## src/rtl/fcvt_issue_ctrl_if.sv

```systemverilog
// Issue and CDB handshake bundle for the shared FP32-to-INT32 converter controller.
// The master side is the requesters plus the CDB consumer; the slave side is the controller.
interface fcvt_issue_ctrl_if #(
    parameter int TAG_W = 6
);
    logic             req0_valid;
    logic             req0_ready;
    logic [31:0]      req0_src;
    logic [TAG_W-1:0] req0_tag;
    logic             req1_valid;
    logic             req1_ready;
    logic [31:0]      req1_src;
    logic [TAG_W-1:0] req1_tag;
    logic             cdb_valid;
    logic             cdb_ready;
    logic [31:0]      cdb_data;
    logic [TAG_W-1:0] cdb_tag;

    modport master (
        output req0_valid, req0_src, req0_tag,
        output req1_valid, req1_src, req1_tag,
        input  req0_ready, req1_ready,
        input  cdb_valid, cdb_data, cdb_tag,
        output cdb_ready
    );

    modport slave (
        input  req0_valid, req0_src, req0_tag,
        input  req1_valid, req1_src, req1_tag,
        output req0_ready, req1_ready,
        output cdb_valid, cdb_data, cdb_tag,
        input  cdb_ready
    );
endinterface

```

## src/rtl/fcvt_issue_ctrl.sv

```systemverilog
// Shares one combinational FP32-to-INT32 converter between two issue ports:
// round-robin grant, registered operand, fixed settle delay, then a CDB result slot.
module fcvt_issue_ctrl #(
    parameter int TAG_W    = 6,
    parameter int CONV_LAT = 1
) (
    input  logic                clk,
    input  logic                rst_n,
    fcvt_issue_ctrl_if.slave    bus,
    output logic [31:0]         conv_in,
    input  logic [31:0]         conv_out,
    input  logic                flush,
    output logic                busy
);

    typedef enum logic [1:0] {
        S_IDLE = 2'd0,
        S_CONV = 2'd1,
        S_HOLD = 2'd2
    } state_e;

    localparam logic [1:0] CNT_LAST = 2'(CONV_LAT - 1);

    state_e           state_q, state_d;
    logic             rr_q, rr_d;
    logic [31:0]      op_q, op_d;
    logic [TAG_W-1:0] tag_q, tag_d;
    logic [31:0]      res_q, res_d;
    logic [1:0]       cnt_q, cnt_d;

    logic             grant_s;
    logic             grant_vld_s;
    logic             idle_s;
    logic             accept_s;
    logic             cnt_last_s;

    // Round-robin grant: rr_q names the preferred port, the other wins only when it is alone.
    always_comb begin
        grant_s     = 1'b0;
        grant_vld_s = 1'b0;
        if (rr_q == 1'b0) begin
            if (bus.req0_valid) begin
                grant_s     = 1'b0;
                grant_vld_s = 1'b1;
            end else if (bus.req1_valid) begin
                grant_s     = 1'b1;
                grant_vld_s = 1'b1;
            end else begin
                grant_s     = 1'b0;
                grant_vld_s = 1'b0;
            end
        end else begin
            if (bus.req1_valid) begin
                grant_s     = 1'b1;
                grant_vld_s = 1'b1;
            end else if (bus.req0_valid) begin
                grant_s     = 1'b0;
                grant_vld_s = 1'b1;
            end else begin
                grant_s     = 1'b0;
                grant_vld_s = 1'b0;
            end
        end
    end

    assign idle_s     = (state_q == S_IDLE);
    assign accept_s   = idle_s && !flush && grant_vld_s;
    assign cnt_last_s = (cnt_q == CNT_LAST);

    // State register.
    always_ff @(posedge clk or negedge rst_n) begin
        if (!rst_n) begin
            state_q <= S_IDLE;
        end else begin
            state_q <= state_d;
        end
    end

    // Next-state logic; flush overrides every transition.
    always_comb begin
        state_d = state_q;
        if (flush) begin
            state_d = S_IDLE;
        end else begin
            case (state_q)
                S_IDLE: begin
                    if (accept_s) begin
                        state_d = S_CONV;
                    end else begin
                        state_d = S_IDLE;
                    end
                end
                S_CONV: begin
                    if (cnt_last_s) begin
                        state_d = S_HOLD;
                    end else begin
                        state_d = S_CONV;
                    end
                end
                S_HOLD: begin
                    if (bus.cdb_ready) begin
                        state_d = S_IDLE;
                    end else begin
                        state_d = S_HOLD;
                    end
                end
                default: state_d = S_IDLE;
            endcase
        end
    end

    // Datapath registers.
    always_ff @(posedge clk or negedge rst_n) begin
        if (!rst_n) begin
            rr_q  <= 1'b0;
            op_q  <= 32'd0;
            tag_q <= '0;
            res_q <= 32'd0;
            cnt_q <= 2'd0;
        end else begin
            rr_q  <= rr_d;
            op_q  <= op_d;
            tag_q <= tag_d;
            res_q <= res_d;
            cnt_q <= cnt_d;
        end
    end

    // Datapath next values: flush only clears the settle counter, operand and result are kept.
    always_comb begin
        rr_d  = rr_q;
        op_d  = op_q;
        tag_d = tag_q;
        res_d = res_q;
        cnt_d = cnt_q;
        if (flush) begin
            cnt_d = 2'd0;
        end else begin
            case (state_q)
                S_IDLE: begin
                    if (accept_s) begin
                        op_d  = grant_s ? bus.req1_src : bus.req0_src;
                        tag_d = grant_s ? bus.req1_tag : bus.req0_tag;
                        cnt_d = 2'd0;
                        rr_d  = ~grant_s;
                    end else begin
                        cnt_d = cnt_q;
                    end
                end
                S_CONV: begin
                    if (cnt_last_s) begin
                        res_d = conv_out;
                    end else begin
                        cnt_d = cnt_q + 2'd1;
                    end
                end
                S_HOLD: begin
                    cnt_d = cnt_q;
                end
                default: begin
                    cnt_d = 2'd0;
                end
            endcase
        end
    end

    // Outputs; ready is gated by rst_n so nothing looks accepted while reset is held.
    always_comb begin
        bus.req0_ready = rst_n && accept_s && (grant_s == 1'b0);
        bus.req1_ready = rst_n && accept_s && (grant_s == 1'b1);
        bus.cdb_valid  = (state_q == S_HOLD);
        bus.cdb_data   = res_q;
        bus.cdb_tag    = tag_q;
        conv_in        = op_q;
        busy           = !idle_s;
    end

endmodule

```

## src/flat_wrapper.sv

```systemverilog
// flat-port wrapper written by rule: the top's interface ports become plain ports
module fcvt_issue_ctrl_flat 
#(
    parameter int TAG_W    = 6,
    parameter int CONV_LAT = 1
)
  (clk, rst_n, conv_in, conv_out, flush, busy, bus_req0_valid, bus_req0_src, bus_req0_tag, bus_req1_valid, bus_req1_src, bus_req1_tag, bus_req0_ready, bus_req1_ready, bus_cdb_valid, bus_cdb_data, bus_cdb_tag, bus_cdb_ready);
  fcvt_issue_ctrl_if #(.TAG_W(TAG_W)) bus_i ();
  input  logic clk;
  input  logic rst_n;
  output logic [31:0] conv_in;
  input  logic [31:0] conv_out;
  input  logic flush;
  output logic busy;
  input wire logic [$bits(bus_i.req0_valid)-1:0] bus_req0_valid;
  input wire logic [$bits(bus_i.req0_src)-1:0] bus_req0_src;
  input wire logic [$bits(bus_i.req0_tag)-1:0] bus_req0_tag;
  input wire logic [$bits(bus_i.req1_valid)-1:0] bus_req1_valid;
  input wire logic [$bits(bus_i.req1_src)-1:0] bus_req1_src;
  input wire logic [$bits(bus_i.req1_tag)-1:0] bus_req1_tag;
  output wire logic [$bits(bus_i.req0_ready)-1:0] bus_req0_ready;
  output wire logic [$bits(bus_i.req1_ready)-1:0] bus_req1_ready;
  output wire logic [$bits(bus_i.cdb_valid)-1:0] bus_cdb_valid;
  output wire logic [$bits(bus_i.cdb_data)-1:0] bus_cdb_data;
  output wire logic [$bits(bus_i.cdb_tag)-1:0] bus_cdb_tag;
  input wire logic [$bits(bus_i.cdb_ready)-1:0] bus_cdb_ready;
  assign bus_i.req0_valid = bus_req0_valid;
  assign bus_i.req0_src = bus_req0_src;
  assign bus_i.req0_tag = bus_req0_tag;
  assign bus_i.req1_valid = bus_req1_valid;
  assign bus_i.req1_src = bus_req1_src;
  assign bus_i.req1_tag = bus_req1_tag;
  assign bus_req0_ready = bus_i.req0_ready;
  assign bus_req1_ready = bus_i.req1_ready;
  assign bus_cdb_valid = bus_i.cdb_valid;
  assign bus_cdb_data = bus_i.cdb_data;
  assign bus_cdb_tag = bus_i.cdb_tag;
  assign bus_i.cdb_ready = bus_cdb_ready;
  fcvt_issue_ctrl #(.TAG_W(TAG_W), .CONV_LAT(CONV_LAT)) u_core (.clk(clk), .rst_n(rst_n), .bus(bus_i), .conv_in(conv_in), .conv_out(conv_out), .flush(flush), .busy(busy));
endmodule
```

## config.mk

```make
export PLATFORM = sky130hd
export DESIGN_NAME = fcvt_issue_ctrl_flat
export DESIGN_NICKNAME = d
export VERILOG_FILES = /design/src/rtl/fcvt_issue_ctrl_if.sv /design/src/rtl/fcvt_issue_ctrl.sv /design/src/flat_wrapper.sv
export SDC_FILE = /design/constraint.sdc
export NUM_CORES = 1
export LEC_CHECK = 0
export BUFFER_PORTS_ARGS = -buffer_cell sky130_fd_sc_hd__buf_2
export CAP_MARGIN = 5
export CORE_MARGIN = 2
export CORE_UTILIZATION = 45
export CTS_CLUSTER_SIZE = 28
export DETAILED_ROUTE_END_ITERATION = 12
export GPL_TIMING_DRIVEN = 1
export PLACE_DENSITY = 0.8
export SETUP_SLACK_MARGIN = 0.05
export SYNTH_ARGS = -nofsm -noshare
export SYNTH_HDL_FRONTEND = slang
export SYNTH_SLANG_ARGS = --single-unit
```

## constraint.sdc

```tcl
create_clock -name clk -period 3.1 [get_ports clk]
set_input_delay 0.62 -clock clk [delete_from_list [all_inputs] [get_ports clk]]
set_output_delay 0.62 -clock clk [all_outputs]
set_load 0.1 [all_outputs]
```

# Word level (Yosys, flattened, before mapping)
# Index checks and enable logic that the tools add are counted.
dict set report op_classes {
  shifts 0
  div_mod_pow 0
  eq_ne 5
  n_reduce_logical 12
  n_mux 18
  mul 0
  n_addsub 1
  bitwise_logic 2
  order_cmp 0
}
# operator n
set ops {}
lappend ops {{$mux W32} 1}
lappend ops {{$mux W2} 6}
lappend ops {{$pmux W2 S3} 2}
lappend ops {{$reduce_and A3 Y1} 3}
lappend ops {{$mux W1} 8}
lappend ops {{$mux W6} 1}
lappend ops {{$ne A3 B3 Y1 const B} 2}
lappend ops {{$logic_and A1 B1 Y1} 5}
lappend ops {{$logic_not A2 Y1} 2}
lappend ops {{$add A2 B1 Y2 const B} 1}
lappend ops {{$eq A2 B1 Y1 const B} 1}
lappend ops {{$eq A2 B2 Y1 const B} 1}
lappend ops {{$logic_not A1 Y1} 2}
lappend ops {{$ne A2 B2 Y1 const B} 1}
lappend ops {{$not A1 Y1} 2}
dict set report word_totals {
  wordCells 44
  mem_bits_ro 0
  n_memories 0
  ff_bits 75
  mem_bits_rw 0
  latch_bits 0
  in_bits 114
  output_inout_bits 74
}

# Logic depth before layout (Yosys ltp)
# Gate-level depths: netlist (run 1).
dict set report logic_depth {
  ltp_word 7
  depth_mapped 6
  depth_no_buf 5
}

# Worst setup path before layout (run 1)
# No wires, ideal clock.
dict set report synth_path {
  kind {input-to-output}
  start {in bus_req1_valid}
  end {out bus_req1_ready}
  required_time_ns 2.480
  slack_ns -0.834
  path_buffers 2
  stages 5
  arrival_time_ns 3.314
  cell_sequence {or2_1 clkbuf_1 clkbuf_1 nand3_1 nor3_1}
}
dict set report synth_via {
  elab_chain_len 6
  elab_cells_between_ends 9
  classes_between {6 x mux; 3 x reduce/logical}
}
# item line
set synth_rtl {}
lappend synth_rtl {{start: declaration} flat_wrapper.sv:18} ;# input wire logic [$bits(bus_i.req1_valid)-1:0] bus_req1_valid;
lappend synth_rtl {{$mux W1} {fcvt_issue_ctrl.sv:45, fcvt_issue_ctrl.sv:53}}
lappend synth_rtl {{$mux W1} fcvt_issue_ctrl.sv:42} ;# if (bus.req0_valid) begin
lappend synth_rtl {{$mux W1} fcvt_issue_ctrl.sv:41} ;# if (rr_q == 1'b0) begin
lappend synth_rtl {{$logic_and A1 B1 Y1} fcvt_issue_ctrl.sv:67} ;# assign accept_s = idle_s && !flush && grant_vld_s;
lappend synth_rtl {{$logic_and A1 B1 Y1} fcvt_issue_ctrl.sv:170} ;# bus.req1_ready = rst_n && accept_s && (grant_s == 1'b1);
lappend synth_rtl {{$logic_and A1 B1 Y1 *} fcvt_issue_ctrl.sv:170}
lappend synth_rtl {{end: declaration} flat_wrapper.sv:22} ;# output wire logic [$bits(bus_i.req1_ready)-1:0] bus_req1_ready;
# Every way passes the cells marked *; elsewhere a longest branch is shown, timed or not.

# Worst setup path after layout (run 1)
dict set report layout_path {
  start {reg u_core.state_q[1]}
  end {out bus_req1_ready}
}
dict set report layout_via {
  elab_chain_len 5
}
# item line
set layout_rtl {}
lappend layout_rtl {{start: declaration} fcvt_issue_ctrl.sv:24} ;# state_e state_q, state_d;
lappend layout_rtl {{start signal: assignment} fcvt_issue_ctrl.sv:75} ;# state_q <= state_d;
lappend layout_rtl {{$logic_not A2 Y1} fcvt_issue_ctrl.sv:66} ;# assign idle_s = (state_q == S_IDLE);
lappend layout_rtl {{$logic_and A1 B1 Y1 (2 in series)} fcvt_issue_ctrl.sv:67}
lappend layout_rtl {{$logic_and A1 B1 Y1 (2 in series)} fcvt_issue_ctrl.sv:170}
# No other way between the ends.

==> results of run 1 <==
-- area by class of cell --
type,instances,area share [%]
flip-flops and latches,75,38.80
clock inverters,6,1.371
repair buffers,196,21.42
clock buffers,10,2.638
multi-input cells,210,32.75
well taps,102,2.638
inverters,5,0.3880
-- worst max path at each step --
stage,to
after CTS,bus_req1_ready
final,bus_req1_ready
after global routing,bus_req1_ready
after detailed placement,bus_req1_ready
after floorplan,bus_req1_ready
after global placement,bus_req1_ready
-- metrics by stage --
stage | util, % | TNS, ns | hold WS (ns) | total power [mW] | std cells
after floorplan | - | -0.01511 | 0.3244 | 4.088 | 322
after global placement | 60.09 | 0 | 0.4872 | 4.597 | 588
after detailed placement | 60.09 | 0 | 0.4901 | 4.636 | 588
after CTS | 62.60 | 0 | 0.4886 | 5.378 | 604
after global routing | 62.60 | 0 | 0.4808 | 5.552 | 604
final | 62.60 | 0 | 0.5010 | 5.356 | 604
-- per-layer routing --
layer  vias up  wire length [µm]
met5         -                 0
met4         0               205
met3        17               935
met2       165              4620
met1      1503              3913
li1       1540                 -
-- registers in the layout, summed over array words and instances, names as in the netlist --
signal and cells:
u_core.bus.cdb_tag 6, u_core.bus.cdb_data 32, u_core.rr_q 1, u_core.cnt_q 2, u_core.state_q 2, u_core.conv_in 32
-- power groups by stage --
| stage | clock network (mW) | logic, mW | registers, mW |
|---|---|---|---|
| 2_1_floorplan | 0 | 0.550 | 3.54 |
| 3_3_place_gp | 0 | 3.15 | 1.44 |
| 3_5_place_dp | 0 | 3.18 | 1.46 |
| 4_1_cts | 0.754 | 3.18 | 1.44 |
| 5_1_grt | 0.800 | 3.28 | 1.47 |
| 6_report | 0.742 | 3.17 | 1.44 |
-- synthesized netlist by cell type, drive strengths merged --
cell type,instances
buf,5
nand3b,38
nor2b,2
or4,1
o221ai,2
and2,1
inv,5
ha,1
o21ai,38
nor3,2
nor4b,1
dfrtp,75
a21oi,42
and2b,1
or2,2
a31oi,38
nand3,1
mux2,32
or4b,1
clkbuf,27
nor2,5
a22oi,1
a2111oi,1
-- layout by cell type (no fill, tap or decap), drive strengths merged --
cell     count
a2111oi      1
a21oi       42
a22oi        1
a31oi       38
and2         1
and2b        1
buf        196
bufinv       1
clkbuf      10
clkinv       5
dfrtp       75
ha           1
inv          5
mux2        32
nand3        1
nand3b      38
nor2         5
nor2b        2
nor3         2
nor4b        1
o21ai       38
o221ai       2
or2          2
or4          1
or4b         1
-- cells by family after synthesis --
| logic type | synth area share (%) |
|---|---|
| multiplexers | 13.12 |
| AND/OR/NAND/NOR | 11.25 |
| buffers and inverters | 4.548 |
| AO/OA/AOI/OAI | 18.65 |
| flip-flops | 52.08 |
| adder cells (fa/ha/maj) | 0.3472 |
==> run summary, run 1 <==
The flow ran to the end, and the final reports show no timing, DRC or antenna violations. The number of maximum-capacitance violations came out at 0. Setup slack on the critical path of the routed design comes to 0.8067 ns. After detailed routing, the average wire length per cell comes to approximately 16 µm. The final design area excluding fillers is about 4800 µm². The total of fill cells in the finished design came out at around 640. The count of cells along the worst hold path is 2. The post-CTS setup buffer count came out at 0.

The aggregate global routing overflow came out at 0. STA classifies the critical path endpoint as an output pin. The cell family contributing the most delay on the critical path is simple AND/OR/NAND/NOR gates. The number of pins exceeding their max-slew limit in the final report is 0. The number of iterations in the first detailed-routing pass is 4. The terminating pin of the worst hold path is u_core.bus.cdb_data[5]. The worst ir drop on vdd is between 700 and 800 µV. In the finished design, the share of the clock period the worst path needs comes to around three quarters. The final worst clock skew is ~0.009 ns.

The initial antenna violation count is 0. The number of register bits inferred by synthesis came out at 75. The insertion delay to the later sink of the worst-skew pair came out at between 0.3 and 0.4 ns. The full die area is ~8700 µm².

The number of cells on the worst reg-to-reg path came out at 5. The critical-path cell with the highest stage delay is sky130_fd_sc_hd__dfrtp_1. The ratio of routed vias to standard cells is about 5.3. The combined area of the multi-input logic cells is ~1600 µm². The netlist uses 28 different library cells. The critical path goes through nor3_4 -> nand3_1 -> nor3_2 -> buf_12. Summed over all instances, the cell type with the most area after synthesis is sky130_fd_sc_hd__dfrtp_1. The number of hold buffers added after cts is 0.

After technology mapping, the gate count stands at 322. The fraction of final layout cells with drive strength greater than 1 is between 50% and 60%. The number of CTS-inserted buffers came out at 9. In the global route stage, met3 resource usage came out at 6.124%. STA classifies the critical path startpoint as a flop. The switching share of power came out at between 50% and 60%. The combined global-route utilization of all metal layers is about 22%. In this run the power spent charging and discharging nets is 3.135 mW. The quantity of I/O buffers inserted on ports came out at ~190. The detail route stage leaves a number of antenna-violating nets equal to 0. The data arrival time of the worst path is roughly 1.7 ns. The height of the die is between 90 and 100 µm. The critical path crosses 4 cells after its start point. In this run, post-CTS repair resized a total of 0 instances.

The initial standard-cell utilization of the core is 46.63%. The number of setup violations in the final report came out at 0. The maximum number of pins on one net before global-route repair came out at 76. In the final design database the tool counted about 610 nets. Summing over every cut layer, the via total after detailed routing is around 3200.

The HPWL after detailed placement is between 6000 and 7000 µm. TritonCTS built the clock tree. The number of top-level design ports came out at between 150 and 200. The setup check on the worst reg-to-reg path leaves a slack of approximately 1.2 ns. The top cell type by area accounts for a little over half of the synthesized area.

The worst hold path belongs to the class input pin to flop. In this run the horizontal extent of the chip is between 90 and 100 µm. The number of synthesis warnings came out at 0. The via count of the first global-routing pass is ~3100. The iteration-0 DRC count of the detailed router came out at 123.

The layer with the highest usage after global routing is met2. The share of total power dissipated in sequential elements is around 27%. The sequential element share of the synthesized area is 52.08%. The number of buffers and inverters on the critical path is 1. Yosys attributes the largest share of cell area to sky130_fd_sc_hd__dfrtp_1 52%, sky130_fd_sc_hd__mux2_4 13%, sky130_fd_sc_hd__nand3b_1 7.9%. The buffer levels on the longest clock path came out at 2.

Global routing consumed, on the met1 layer, 26.97% of the routing resources. The worst path in the final design needs a cycle of around 2.3 ns, including I/O delays and setup. The area after detailed placement came out at ~4600 µm². The upper clock frequency limit is roughly 440 MHz. Synthesis produced a netlist with a net count of 437. Summing all flip-flop and latch instances after layout gives 1877 µm².

The synthesized netlist occupies a cell area of between 3000 and 4000 µm². The first global-routing pass estimated approximately 15000 µm of wire. The most critical setup path has its startpoint at u_core.state_q[1]. The leakage power summed over all cells came out at roughly 2.3 nW. After synthesis, the mean cell area works out to between 10 and 15 µm². The critical path in this run is classified as flop to output pin. Setup repair after global routing left no endpoint under its margin. The number of rows created at floorplan is 32. The delay of the slowest critical-path stage is approximately 0.5 ns. After detailed routing, the number of remaining DRC violations is 0. Of the total power, the clock network draws between 10% and 20%. The worst hold path begins at conv_out[5]. The clock transition at the registers of the reported paths is roughly 0.080 ns.

The data required time at the worst endpoint came out at around 2.5 ns. The congestion estimate from routability-driven global placement came to ~0.86. For this block, the routed nets add up to 9675 µm of wire. The combinational cell fraction of total power is between 50% and 60%. The worst-path maximum fanout came out at 8.

Relative to the synthesized area, the layout overhead comes to 34.24%. The floorplan step defined a core boundary enclosing around 7700 µm². Timing analysis after detailed placement gives a worst setup slack of about 0.94 ns. At the pin with the least slew margin, the transition time is 0.8937 ns. The final number of hold-violating endpoints came to 0.

In this run the critical register-to-register path is captured at u_core.bus.cdb_data[0]. The met2 usage is a little over a third. The ratio of total power to cell area came out at approximately 1100 nW/µm².

The repair_antennas step left the layout with diodes totalling 0. The launch instance of the worst register-to-register path is u_core.cnt_q[0]. The root buffer cell chosen for the clock tree is sky130_fd_sc_hd__clkbuf_8. The count of H-tree levels built during CTS is 3.

The relative slew slack is around two fifths. The internal power is ~2.2 mW. The number of clock sinks came out at 75.
No activity file was read; power rests on OpenSTA's default activity.
==> run 2, diff against run 1 <==
Settings changed: ABC_AREA from default to 1, CORE_UTILIZATION 45 to 41, PLACE_DENSITY 0.8 to 0.77.
Clock period 3.1 ns to 2.1 ns, I/O delays scaled along.
==> run 2 against run 1 <==
Cell count is 25% higher. Global-route usage is 2.6 points lower. Synthesized area is 2.1% lower. Utilization is 4.3 points lower. Worst setup slack worse by 0.64 ns. Combinational power is 66% higher. Sequential power is 53% higher. Non-clock buffer count is 2 higher. Highest routed layer unchanged.
==> run summary, run 2 <==
The number of register bits inferred by synthesis is 75 (unchanged). The library cell with the largest summed area after synthesis is sky130_fd_sc_hd__dfrtp_1 (unchanged). The aggregate global routing overflow came to 0 (unchanged).

The number of maximum-capacitance violations is 0 (unchanged). The final worst clock skew came out at 0.006947 ns (was 0.008768 ns). The fraction of synthesis flops using an asynchronous set or reset pin is 100.0% (unchanged).

The ratio of total power to cell area is 1829 nW/µm² (was 1107 nW/µm²). The combined global-route utilization of all metal layers was 19.27% (was 21.86%). The most instantiated library cell after synthesis was sky130_fd_sc_hd__nand2_1 (was sky130_fd_sc_hd__dfrtp_1). The wire length after detailed routing is 8812 µm (was 9675 µm).

The delay of the slowest critical-path stage is 0.43 ns (was 0.50 ns). The count of mapped cells out of synthesis came to 462 (was 322). Status: finished, final reports clean (unchanged). The clock transition at the registers of the reported paths came out at 0.07 ns (was 0.08 ns). The leakage power summed over all cells came out at 2.966 nW (was 2.270 nW). The first-pass GRT wire length is 15100 µm (was 14880 µm).

The number of setup violations in the final report is 0 (unchanged). The power consumption came to 8.849 mW (was 5.356 mW). The worst ir drop on vdd came to 1169 µV (was 758.0 µV). The final estimated routing congestion in global placement is 0.8795 (was 0.8602). The largest family of logic cells by synthesized area is simple AND/OR/NAND/NOR gates (was compound AO/OA/AOI/OAI gates). The insertion delay to the later sink of the worst-skew pair was 0.33 ns (was 0.34 ns). The relative slew slack was 38.39% (was 40.42%). The initial standard-cell utilization of the core came to 42.51% (was 46.63%). The number of enable flip-flop cells after synthesis is 0 (unchanged). The full die area is 9363 µm² (was 8739 µm²). Commonest cells after routing, fill and taps aside: 230 x sky130_fd_sc_hd__nand2_1, 184 x sky130_fd_sc_hd__buf_2, 74 x sky130_fd_sc_hd__dfrtp_1 (was 184 x sky130_fd_sc_hd__buf_2, 75 x sky130_fd_sc_hd__dfrtp_1, 42 x sky130_fd_sc_hd__a21oi_1). The diode insertion count for antenna repair is 0 (unchanged). Commonest cells in the netlist: 231 x sky130_fd_sc_hd__nand2_1, 75 x sky130_fd_sc_hd__dfrtp_1, 42 x sky130_fd_sc_hd__nand3_1, 39 x sky130_fd_sc_hd__inv_1, 19 x sky130_fd_sc_hd__o21ai_1 (was 75 x sky130_fd_sc_hd__dfrtp_1, 42 x sky130_fd_sc_hd__a21oi_1, 38 x sky130_fd_sc_hd__a31oi_1, 38 x sky130_fd_sc_hd__nand3b_1, 38 x sky130_fd_sc_hd__o21ai_0).

The data arrival time of the worst path came out at 1.51 ns (was 1.67 ns). The type of element capturing the critical path is an output pin (unchanged). Biggest area contributors in the synthesized netlist: sky130_fd_sc_hd__dfrtp_1 53%, sky130_fd_sc_hd__nand2_1 25%, sky130_fd_sc_hd__nand3_1 6.0% (was sky130_fd_sc_hd__dfrtp_1 52%, sky130_fd_sc_hd__mux2_4 13%, sky130_fd_sc_hd__nand3b_1 7.9%). The fraction of the mapped netlist area in compound gates is 4.965% (was 18.65%). Cells traversed along the worst timing path: nor2_4 -> nand2_2 -> nor2_4 -> nand2_1 -> nor2_2 -> buf_12 (was nor3_4 -> nand3_1 -> nor3_2 -> buf_12). The via count of the first global-routing pass is 3385 (was 3091). The most numerous cell type found on the critical path is sky130_fd_sc_hd__nor2_4. The sequential element share of the synthesized area came to 53.19% (was 52.08%). The class of the worst hold path was input pin to flop (unchanged).

The net count reported at finish was 759 (was 612). The width of the chip was 96.77 µm (was 93.49 µm). The root buffer cell is sky130_fd_sc_hd__clkbuf_8 (unchanged). The type of the setup path with the least slack is flop to output pin (unchanged). The final routed DRC violation total came out at 0 (unchanged). The initial antenna violation count came out at 0 (unchanged). The fraction of final layout cells with drive strength greater than 1 came out at 34.36% (was 50.00%). The most common cell after layout, fill and taps aside is sky130_fd_sc_hd__nand2_1 (was sky130_fd_sc_hd__buf_2). The buffer levels on the longest clock path is 2 (unchanged). The main flop type after synthesis is sky130_fd_sc_hd__dfrtp_1 (unchanged). The combined area of the multi-input logic cells came out at 1355 µm² (was 1584 µm²). The area fraction of the dominant cell type after synthesis came to 53.19% (was 52.08%).

The number of pins exceeding their max-slew limit in the final report is 0 (unchanged). The simple-gate area share of the yosys netlist came to 32.55% (was 11.25%). The xor-xnor portion of the synthesized cell area was 0% (unchanged). The mean instance size in the synthesized netlist is 7.637 µm² (was 11.19 µm²). The core footprint is 8299 µm² (was 7727 µm²). The count of placed standard cells including taps came out at 736 (was 588). The final instance count without filler cells came out at 754 (was 604).

The critical-path cell with the highest stage delay is sky130_fd_sc_hd__dfrtp_2 (was sky130_fd_sc_hd__dfrtp_1). For this run, the top clock speed supported by timing is 517.9 MHz. The total of fill cells in the finished design came out at 769 (was 642). The number of library cell types mapped by synthesis came to 18 (was 28). The fraction of the cycle the final worst path needs came out at between 90% and 100%. The number of rows created at floorplan was 33 (was 32). The detailed-route via count was 3513 (was 3225). The maximum number of pins on one net before global-route repair is 76 (unchanged). The number of CTS-inserted buffers is 9 (unchanged). The kind of start point of the critical path was a flop (unchanged).

The number of iterations in the first detailed-routing pass is 5 (was 4). The ratio of routed vias to standard cells came to 4.659 (was 5.339). The smallest clock period supported by the final layout is computed as about 1.9 ns. The number of clock sinks came out at 75 (unchanged). The CTS tree is built (unchanged).

The post-synthesis instance area is 3528 µm² (was 3603 µm²). The number of synthesis warnings came out at 0 (unchanged). The adder and majority gate portion of the synthesized area is 0.3546% (was 0.3472%).

The iteration-0 DRC count of the detailed router is 116 (was 123). The area taken by flip-flops and latches is 1878 µm² (was 1877 µm²). The number of nets in the synthesized netlist is 577 (was 437). The data required time at the worst endpoint came out at 1.68 ns (was 2.48 ns). The number of hold buffers added after cts came out at 0 (unchanged). Unrepaired setup endpoints after global routing: no (unchanged). The quantity of I/O buffers inserted on ports is 187 (unchanged).

The number of top-level design ports is 188 (unchanged). The count of H-tree levels built during CTS came to 3 (unchanged). The final number of hold-violating endpoints is 0 (unchanged).

The height of the die is 96.77 µm (was 93.49 µm). The worst hold slack came out at 0.2750 ns (was 0.5010 ns). The routed wire length per instance came to 11.69 µm (was 16.02 µm). The total half-perimeter wirelength after legalization and detailed placement came out at 6446 µm (was 6976 µm). The area added between synthesis and finish came to 37.13% (was 34.24%). The worst-path maximum fanout came out at 3 (was 8). The number of nets with antenna violations after detailed routing came out at 0 (unchanged). The pin slew with the least headroom to its limit came out at 0.9242 ns (was 0.8937 ns). The multiplexer share of the synthesized area came out at 0% (was 13.13%).
==> run 2: metrics by stage <==
step                      setup WS [ns]  util, %  area [µm²]  TNS, ns
after floorplan                -0.08880        -        3540  -0.1619
after global placement           0.2830    54.88        4554        0
after detailed placement         0.2628    54.88        4554        0
after CTS                       0.05090    58.21        4831        0
after global routing            0.07124    58.30        4838        0
final                            0.1693    58.30        4838        0
==> run 2: layer usage <==
metal	vias to the layer above	global-route usage, %	routed length (µm)
met3	11	5.347	802
met5	-	0	0
met4	0	6.826	129
li1	1779	-	-
met2	157	31.57	3899
met1	1566	24.57	3981
==> run 2: cells by family after synthesis <==
family / Yosys count
buffers and inverters: 67
AOI/OAI and AO/OA: 35
DFF: 75
adders and majority gates: 1
and+or+nand+nor: 284
==> run 2: report_power, final <==
part	total [mW]	switching [mW]	internal, mW
registers	2.21	0.260	1.95
logic	5.25	4.52	0.738
clock network	1.39	0.503	0.885
total	8.85	5.28	3.57
==> run 2: worst paths after layout <==
check                                            from               endpoint  slack (ns)  depth (start not counted)
worst min-delay path                    bus_cdb_ready      u_core.state_q[1]        0.28                          2
worst max-delay path                u_core.state_q[0]         bus_req0_ready        0.17                          6
worst min register to register  u_core.bus.cdb_tag[2]  u_core.bus.cdb_tag[2]        0.48                          2
min in group asynchronous                       rst_n     u_core.conv_in[19]        0.32                          2
worst max register to register        u_core.cnt_q[0]        u_core.cnt_q[1]        0.72                          7
max in group asynchronous                       rst_n      u_core.state_q[0]        1.13                          2
==> run 2: cell type report <==
type / count / area share [%]
Clock inverter: 4 / 1.965
Sequential cell: 75 / 38.82
Tap cell: 105 / 2.715
Clock buffer: 12 / 3.413
Multi-Input combinational cell: 320 / 28.01
Timing Repair Buffer: 198 / 21.98
Inverter: 40 / 3.103
==> run 2: what timing repair did <==
action                     4_1_cts  5_1_grt
buffers inserted                 2        0
resized for setup                1        2
pin swaps                        1        3
hold endpoints to repair         0        0
cloned                           0        0
setup endpoints to repair        2        2
==> run 2: worst max-delay path, delay by kind of cell (launching register included) <==
kind	cells	cell delay [ns]
AND/OR/NAND/NOR	5	0.56
buffers and inverters	1	0.19
flip-flops	1	0.43
==> run 3, diff against run 2 <==
Settings changed: CORE_UTILIZATION 41 to 45, PLACE_DENSITY 0.77 to 0.8.
Clock period 2.1 ns to 1.85 ns, I/O delays scaled along.
==> run 3 against run 2 <==
The run now ends with negative setup slack left. Final area is 0.21% higher. Sequential cell count stayed put. First-iteration DRC count is 19% lower. Sequential share of layout area is 0.080 points lower. Count of clock-buffer cells in the layout is 3 lower. Routed wire length is 2.3% higher. Worst setup slack worse by 0.22 ns. Clock power is 6% higher. Global-route usage is 2.4 points higher. Combinational power is 14% higher. Die area is 8.5% lower. Total power is 13% higher. Largest cell class unchanged. Highest routed layer unchanged.
==> run summary, run 3 (synthesis gave the netlist of run 2 again) <==
The class of the worst hold path is input pin to flop (unchanged). The insertion delay to the later sink of the worst-skew pair is 0.34 ns (was 0.33 ns). The data required time at the worst endpoint is 1.48 ns (was 1.68 ns).

The launch instance of the worst register-to-register path is u_core.state_q[0] (was u_core.cnt_q[0]). The initial antenna violation count came out at 0 (unchanged). The first-pass GRT wire length is 14830 µm (was 15100 µm). The endpoint of the most critical register-to-register path is u_core.conv_in[14] (was u_core.cnt_q[1]). The terminating pin of the worst hold path was u_core.state_q[1] (unchanged). The leakage power summed over all cells is 2.968 nW (was 2.966 nW). The number of nets with antenna violations after detailed routing came to 0 (unchanged).

The number of clock sinks came out at 75 (unchanged). The fraction of final layout cells with drive strength greater than 1 was 34.66% (was 34.36%). The relative slew slack came out at 39.70% (was 38.39%). The worst-case register-to-register setup slack is 0.36 ns (was 0.72 ns). The CTS tree is built (unchanged). The ratio of total power to cell area is 2058 nW/µm² (was 1829 nW/µm²).

The number of setup violations in the final report is 2 (was 0). The type of element capturing the critical path was an output pin (unchanged). The pin slew with the least headroom to its limit is 0.9044 ns (was 0.9242 ns).

The origin of the worst min-delay path is bus_cdb_ready (unchanged). The root buffer cell is sky130_fd_sc_hd__clkbuf_8 (unchanged). The layer with the highest usage after global routing is met2 (unchanged). The number of pins exceeding their max-slew limit in the final report is 0 (unchanged). The number of maximum-capacitance violations came out at 0 (unchanged).

The type of the setup path with the least slack is flop to output pin (unchanged). The final estimated routing congestion in global placement is 0.7959 (was 0.8795). The net count reported at finish was 762 (was 759). The diode insertion count for antenna repair was 0 (unchanged). The area after detailed placement is 4578 µm² (was 4554 µm²). The routed wire length per instance came out at 11.96 µm (was 11.69 µm). The detailed-route via count is 3502 (was 3513). The final reports fail on negative setup slack.

The number of iterations in the first detailed-routing pass is 4 (was 5). The final routed DRC violation total came to 0 (unchanged). The final design area excluding fillers came to 4848 µm² (was 4838 µm²). The kind of start point of the critical path was a flop (unchanged). The via count of the first global-routing pass is 3382 (was 3385). The full die area came out at 8566 µm² (was 9363 µm²). The worst-path maximum fanout came out at 4 (was 3). The width of the chip came to 92.55 µm (was 96.77 µm). The quantity of I/O buffers inserted on ports is 187 (unchanged). The number of CTS-inserted buffers came out at 9 (unchanged). The clock transition at the registers of the reported paths was 0.08 ns (was 0.07 ns). Status: complete, but fails checks (was finished, final reports clean). The power consumption is 9.977 mW (was 8.849 mW). The count of cells along the worst hold path came to 2 (unchanged). The initial standard-cell utilization of the core came out at 46.14% (was 42.51%). The met1 usage is 27.25% (was 24.57%).

The aggregate global routing overflow came to 0 (unchanged). The number of rows created at floorplan is 32 (was 33). The iteration-0 DRC count of the detailed router was 94 (was 116). The number of cells on the worst reg-to-reg path is 8 (was 7). The upper clock frequency limit is about 520 MHz.

Commonest cells after routing, fill and taps aside: 230 x sky130_fd_sc_hd__nand2_1, 183 x sky130_fd_sc_hd__buf_2, 74 x sky130_fd_sc_hd__dfrtp_1 (was 230 x sky130_fd_sc_hd__nand2_1, 184 x sky130_fd_sc_hd__buf_2, 74 x sky130_fd_sc_hd__dfrtp_1). The wire length after detailed routing came out at 9016 µm (was 8812 µm). The buffer levels on the longest clock path came to 2 (unchanged). The met2 usage came out at 36.68% (was 31.57%).

The final worst setup slack is -0.05541 ns (was 0.1693 ns). The number of top-level design ports came out at 188 (unchanged). The most common cell after layout, fill and taps aside is sky130_fd_sc_hd__nand2_1 (unchanged). The area added between synthesis and finish was 37.41% (was 37.13%).

The final worst clock skew came to 0.008552 ns (was 0.006947 ns). The worst ir drop on vdd came out at 1721 µV (was 1169 µV). The height of the die was 92.55 µm (was 96.77 µm). The maximum number of pins on one net before global-route repair is 76 (unchanged). The ratio of routed vias to standard cells came out at 4.645 (was 4.659). The combined global-route utilization of all metal layers came out at 21.67% (was 19.27%). The global routing met3 resource utilization is 4.963% (was 5.347%).

The total half-perimeter wirelength after legalization and detailed placement came out at 6633 µm (was 6446 µm). The count of H-tree levels built during CTS came out at 3 (unchanged). Of the available clock period, the critical path in the final layout requires 103.0%. After layout, the minimum clock period comes to between 1.5 and 2 ns. The combined area of the multi-input logic cells is 1360 µm² (was 1355 µm²). The core footprint came to 7647 µm² (was 8299 µm²). The share of the core filled with cells is 63.40% (was 58.30%). The final number of hold-violating endpoints came out at 0 (unchanged). The data arrival time of the worst path came out at 1.54 ns (was 1.51 ns). Unrepaired setup endpoints after global routing: yes (was no). The area taken by flip-flops and latches came out at 1878 µm² (unchanged). The total of fill cells in the finished design came out at 700 (was 769).
[run 3: worst max-delay path by stage]
stage                      startpoint              to  slack (ns)  depth (start not counted)
global placement    u_core.state_q[0]  bus_req1_ready        0.21                          6
finish              u_core.state_q[0]  bus_req1_ready       -0.06                          6
floorplan           u_core.state_q[0]  bus_req1_ready       -0.24                          6
global route        u_core.state_q[1]  bus_req1_ready       -0.14                          6
CTS                 u_core.state_q[0]  bus_req1_ready       -0.15                          6
detailed placement  u_core.state_q[0]  bus_req1_ready        0.19                          6
[run 3: through the flow]
step | hold WS, ns | worst slack (ns) | TNS [ns] | std cells
3_3_place_gp | 0.4572 | 0.2095 | 0 | 736
5_1_grt | 0.2314 | -0.1392 | -0.2630 | 754
6_report | 0.2211 | -0.05541 | -0.07823 | 754
3_5_place_dp | 0.4621 | 0.1850 | 0 | 736
4_1_cts | 0.2025 | -0.1500 | -0.2166 | 754
2_1_floorplan | 0.07441 | -0.2353 | -0.2596 | 462
[run 3: worst max-delay path, cell delays in order (launching register included)]
cell	delay, ns
sky130_fd_sc_hd__dfrtp_2	0.43
sky130_fd_sc_hd__nor2_4	0.11
sky130_fd_sc_hd__nand2_2	0.08
sky130_fd_sc_hd__nor2_4	0.13
sky130_fd_sc_hd__inv_2	0.06
sky130_fd_sc_hd__nor3_4	0.18
sky130_fd_sc_hd__buf_12	0.21
[run 3: report_power, final]
group	internal [mW]	leakage [nW]	total [mW]	switching (mW)
combinational	0.846	1.91	5.98	5.14
clock	0.893	0.119	1.48	0.591
sequential	2.21	0.939	2.51	0.301
total	3.95	2.97	9.98	6.03
[run 3: final cells by class]
type	count	share of cell area (%)
Clock inverter	7	2.400
Clock buffer	9	2.555
Sequential cell	75	38.74
Multi-Input combinational cell	320	28.05
Inverter	40	3.097
Tap cell	102	2.632
Timing Repair Buffer	201	22.53
[run 3: timing repair]
item	4_1_cts	5_1_grt
buffers inserted	2	0
pin swaps	3	2
endpoints found under the setup margin	2	3
resized for setup	4	1
hold buffers	0	0
hold endpoints to repair	0	0
cloned	0	0
[run 3: layer usage]
| metal | part of all wire, % | vias to the layer above |
|---|---|---|
| met1 | 43 | 1538 |
| met4 | 1.5 | 0 |
| li1 | - | 1794 |
| met2 | 46 | 156 |
| met5 | 0 | - |
| met3 | 9.4 | 14 |
